==> config.mk <==
export PLATFORM = sky130hd
export DESIGN_NAME = timestamp_readout
export DESIGN_NICKNAME = d
export VERILOG_FILES = /design/src/rtl/timestamp_readout.sv
export SDC_FILE = /design/constraint.sdc
export NUM_CORES = 1
export LEC_CHECK = 0
export ABC_AREA = 1
export BUFFER_PORTS_ARGS = -buffer_cell sky130_fd_sc_hd__buf_2
export CORE_MARGIN = 2
export CORE_UTILIZATION = 30
export DETAILED_ROUTE_END_ITERATION = 8
export PLACE_DENSITY = 0.51
export SLEW_MARGIN = 10
export SYNTH_ARGS = -nofsm -noshare
export SYNTH_HDL_FRONTEND = slang
export SYNTH_SLANG_ARGS = --single-unit
export TNS_END_PERCENT = 1
==> constraint.sdc <==
create_clock -name clk -period 2.1 [get_ports clk]
set_clock_uncertainty 0.1 [all_clocks]
set_input_delay 0.315 -clock clk [delete_from_list [all_inputs] [get_ports clk]]
set_output_delay 0.315 -clock clk [all_outputs]
set_load 0.01 [all_outputs]
==> src/rtl/timestamp_readout.sv <==
// timestamp_readout
// Snapshots the build-identification fields on request and streams them as a
// 10-byte packet (header, eight zero-extended fields, XOR checksum) over a
// valid/ready byte interface. Counts completed packets.
module timestamp_readout (
    input  logic        clk,
    input  logic        reset,
    input  logic [7:0]  compile_num,
    input  logic [6:0]  revision,
    input  logic [3:0]  subrevision,
    input  logic [6:0]  year,
    input  logic [3:0]  month,
    input  logic [4:0]  day,
    input  logic [4:0]  hour,
    input  logic [5:0]  minute,
    input  logic        req,
    output logic        busy,
    output logic [7:0]  out_data,
    output logic        out_valid,
    input  logic        out_ready,
    output logic        done,
    output logic [15:0] readout_count
);

    localparam logic [7:0] HEADER    = 8'hA5;
    localparam logic [3:0] LAST_BYTE = 4'd9;

    typedef enum logic [1:0] {
        S_IDLE,
        S_LOAD,
        S_SEND,
        S_DONE
    } state_t;

    // Frozen copy of the identification fields, taken in LOAD.
    typedef struct packed {
        logic [7:0] compile_num;
        logic [6:0] revision;
        logic [3:0] subrevision;
        logic [6:0] year;
        logic [3:0] month;
        logic [4:0] day;
        logic [4:0] hour;
        logic [5:0] minute;
    } snap_t;

    state_t      state_q, state_d;
    snap_t       snap_q, snap_d;
    logic [3:0]  idx_q, idx_d;
    logic [7:0]  csum_q, csum_d;
    logic [15:0] count_q, count_d;
    logic        count_inc;
    logic [7:0]  byte_sel;
    logic        accept;

    // Select the packet byte addressed by the current index.
    always_comb begin
        byte_sel = 8'h00;
        case (idx_q)
            4'd0:    byte_sel = HEADER;
            4'd1:    byte_sel = snap_q.compile_num;
            4'd2:    byte_sel = {1'b0, snap_q.revision};
            4'd3:    byte_sel = {4'b0, snap_q.subrevision};
            4'd4:    byte_sel = {1'b0, snap_q.year};
            4'd5:    byte_sel = {4'b0, snap_q.month};
            4'd6:    byte_sel = {3'b0, snap_q.day};
            4'd7:    byte_sel = {3'b0, snap_q.hour};
            4'd8:    byte_sel = {2'b0, snap_q.minute};
            4'd9:    byte_sel = csum_q;
            default: byte_sel = 8'h00;
        endcase
    end

    // Next-state, snapshot, index, checksum and counter-enable logic.
    always_comb begin
        state_d   = state_q;
        snap_d    = snap_q;
        idx_d     = idx_q;
        csum_d    = csum_q;
        count_inc = 1'b0;
        accept    = (state_q == S_SEND) && out_ready;
        case (state_q)
            S_IDLE: begin
                if (req) begin
                    state_d = S_LOAD;
                end
            end
            S_LOAD: begin
                snap_d.compile_num = compile_num;
                snap_d.revision    = revision;
                snap_d.subrevision = subrevision;
                snap_d.year        = year;
                snap_d.month       = month;
                snap_d.day         = day;
                snap_d.hour        = hour;
                snap_d.minute      = minute;
                idx_d              = '0;
                csum_d             = '0;
                state_d            = S_SEND;
            end
            S_SEND: begin
                if (accept) begin
                    csum_d = csum_q ^ byte_sel;
                    if (idx_q == LAST_BYTE) begin
                        count_inc = 1'b1;
                        state_d   = S_DONE;
                    end else begin
                        idx_d = idx_q + 4'd1;
                    end
                end
            end
            S_DONE: begin
                state_d = S_IDLE;
            end
            default: begin
                state_d = S_IDLE;
            end
        endcase
    end

    // Counter increments on the edge that enters DONE, so the new value
    // appears together with the done pulse.
    assign count_d = count_q + 16'd1;

    // State, snapshot, index and checksum registers.
    always_ff @(posedge clk) begin
        if (reset) begin
            state_q <= S_IDLE;
            snap_q  <= '0;
            idx_q   <= '0;
            csum_q  <= '0;
        end else begin
            state_q <= state_d;
            snap_q  <= snap_d;
            idx_q   <= idx_d;
            csum_q  <= csum_d;
        end
    end

    // Completed-packet counter, wraps naturally at 16 bits.
    always_ff @(posedge clk) begin
        if (reset) begin
            count_q <= '0;
        end else if (count_inc) begin
            count_q <= count_d;
        end
    end

    // Outputs decode directly from the registered state, so they cannot move
    // during a stall: index and snapshot only change on acceptance.
    always_comb begin
        busy          = (state_q != S_IDLE);
        out_valid     = (state_q == S_SEND);
        out_data      = (state_q == S_SEND) ? byte_sel : 8'h00;
        done          = (state_q == S_DONE);
        readout_count = count_q;
    end

endmodule

==> impl_metrics.json <==
{
  "fin_nets": 716,
  "die-area_um2": 13400,
  "drive_above_1_share_pct": 25.2,
  "cts_inserted_buffers": 9,
  "routedWlPerCell_um": 13.4,
  "crit_arrival_ns": 1.77,
  "dr_total_vias": 3878,
  "rr_worst_depth": 9,
  "hpwlAfterDp_um": 8050,
  "synth_warnings": 0,
  "port_buffers": 76,
  "drt_iter0_markers": 204,
  "min_path_cells": 3,
  "grt_pass1_vias": 3698,
  "fin_hold_ws_ns": 0.0899,
  "synth_seq_area_share_pct": 40.6,
  "setup_viol": 7,
  "synth-edff-count": 0,
  "synthToLayoutAreaGrowth_pct": 30.8,
  "clkLatencyLatePin_ns": 0.35,
  "cts.sinks": 76,
  "hold_violations": 0,
  "slew_headroom_pct": 66.9,
  "status": "complete, but fails checks",
  "critPathMaxFanout": 6,
  "nFillCells": 1320,
  "row_count": 40,
  "setup_ws_ns": -0.0883,
  "grt.total_usage_pct": 18.1,
  "cts_tree": "built",
  "via_per_inst": 4.68,
  "gp_congestion": 0.835,
  "ys_async_sr_fraction_pct": 0,
  "grt_pass1_wl_um": 18600,
  "synth.most_common_cell": "nor2_1",
  "period_share_pct": 104,
  "layout_min_cycle_time_ns": 2.19,
  "first_pass_iters": 4,
  "critPathRequiredTime_ns": 1.68,
  "peakVddDrop_uv": 546,
  "io_pins": 77,
  "p_leak_nw": 2.26,
  "maxClockFrequency_mhz": 457,
  "min_path_type": "input pin to register",
  "antennaDiodeCount": 0,
  "yosysTopAreaCellShare_pct": 40.6,
  "netlist_area_um2": 3750,
  "ys_types": 22,
  "tightest_slew_ns": 0.497,
  "cap_violations": 0,
  "antenna_found_initial": 0,
  "syn-instance-count": 566,
  "synth_flop_cell": "dfxtp_1",
  "violations": "negative setup slack",
  "synth_seq_cells": 76,
  "cts_max_level": 3,
  "coreArea_um2": 12100,
  "crit_path_start_kind": "register",
  "rsz0062_at_grt": "yes",
  "synthTopCellsByArea": "dfxtp_1 (41%), nor2_1 (13%), nand2_1 (10%), o21ai_0 (8.0%), nand3_1 (5.6%)",
  "drt-total-wl_um": 11100,
  "path_clk_slew_ns": 0.06,
  "endpoint_kind": "output pin",
  "syn_area_per_cell_um2": 6.62,
  "drv_slew": 0,
  "antenna_left": 0,
  "cts_root_buffer": "clkbuf_16",
  "start_util_pct": 30.9,
  "postPlaceCellArea_um2": 4330,
  "cts_max_path_buffers": 2,
  "crit_type": "register to output pin",
  "yosysTopAreaCell": "dfxtp_1",
  "drc": 0,
  "die_h_um": 116,
  "post-route-cell-area_um2": 4900,
  "grt_max_degree": 51,
  "power_density_nw_per_um2": 1070,
  "synth_nets": 626,
  "synth_common_cells": "nor2_1 (125), nand2_1 (103), dfxtp_1 (76)",
  "fp.dieW_um": 116,
  "grt_overflow": 0
}
==> metal layers <==
layer / share of wire [%] / up-vias / track usage (%)
met1: 47 / 1754 / 25.1
met3: 5.5 / 16 / 3.92
met4: 2.2 / 0 / 7.54
met2: 45 / 108 / 27.2
li1: - / 2000 / -
met5: 0 / - / 0
==> worst paths after layout <==
| check | endpoint | slack, ns | startpoint |
|---|---|---|---|
| max reg2reg | idx_q[3] | 0.27 | state_q[0] |
| min | snap_q[21] | 0.09 | year[1] |
| max | out_data[1] | -0.09 | idx_q[0] |
| min reg2reg | csum_q[5] | 0.37 | csum_q[5] |
==> worst max-delay path, stage by stage, from the launching register on <==
cell and delay, ns:
dfxtp_4 0.36, buf_6 0.12, ha_4 0.18, buf_6 0.14, nand4_1 0.09, nand2_1 0.07, nor2_1 0.11, nand3_2 0.11
nand2_1 0.08, inv_1 0.04, buf_2 0.13
==> through the flow <==
stage | power (mW) | instances | setup TNS, ns | setup slack (ns) | util (%)
final | 5.25 | 828 | -0.405 | -0.0883 | 40.5
after global routing | 5.66 | 828 | -0.970 | -0.180 | 40.5
after CTS | 5.28 | 825 | -0.447 | -0.0728 | 39.7
after detailed placement | 3.60 | 798 | 0 | 0.0274 | 35.8
after global placement | 3.56 | 798 | 0 | 0.0449 | 35.8
after floorplan | 3.08 | 566 | 0 | 0.315 | -
==> cell families (layout without fill, tap and decap cells) <==
family	Yosys count	after routing	share of synthesized area (%)
flip-flops	76	76	40.6
buffers and inverters	83	177	8.72
AND/OR/NAND/NOR	301	301	34.0
AO/OA/AOI/OAI	93	93	12.7
adder cells (fa/ha/maj)	10	10	3.34
XOR/XNOR	3	3	0.702
==> timing repair <==
action | 4_1_cts | 5_1_grt
endpoints found under the setup margin | 8 | 12
setup buffers | 12 | 3
hold buffers | 0 | 0
resized for setup | 27 | 22
pin swaps | 11 | 16
==> cell usage in the layout, fill, tap and decap left out, types with 8 or more instances in the layout <==
cell type / count
nor2_1: 116
nand2_1: 98
buf_2: 76
dfxtp_1: 72
o21ai_0: 60
inv_1: 47
nand3_1: 36
a21oi_1: 27
buf_4: 26
nand4_1: 18
nor2_2: 10
clkbuf_16: 9
inv_2: 8
==> cell type report <==
cell class	count	area [um^2]	area share [%]
multi-input cells	407	2020	41.2
flip-flops and latches	76	1530	31.3
repair buffers	106	621	12.7
clock buffers	11	253	5.16
inverters	56	213	4.34
well taps	168	210	4.29
clock inverters	4	48.8	0.996
==> power by group <==
part           internal (mW)  switching [mW]
sequential              1.86           0.265
combinational          0.532            1.01
clock                  0.975           0.604
total                   3.37            1.88
==> flip-flops by register name (all words and copies together), names as in the netlist <==
signal and flops:
snap_q 46, state_q 2, csum_q 8, readout_count 16, idx_q 4
Note: power is estimated with default switching activity, not from simulation.
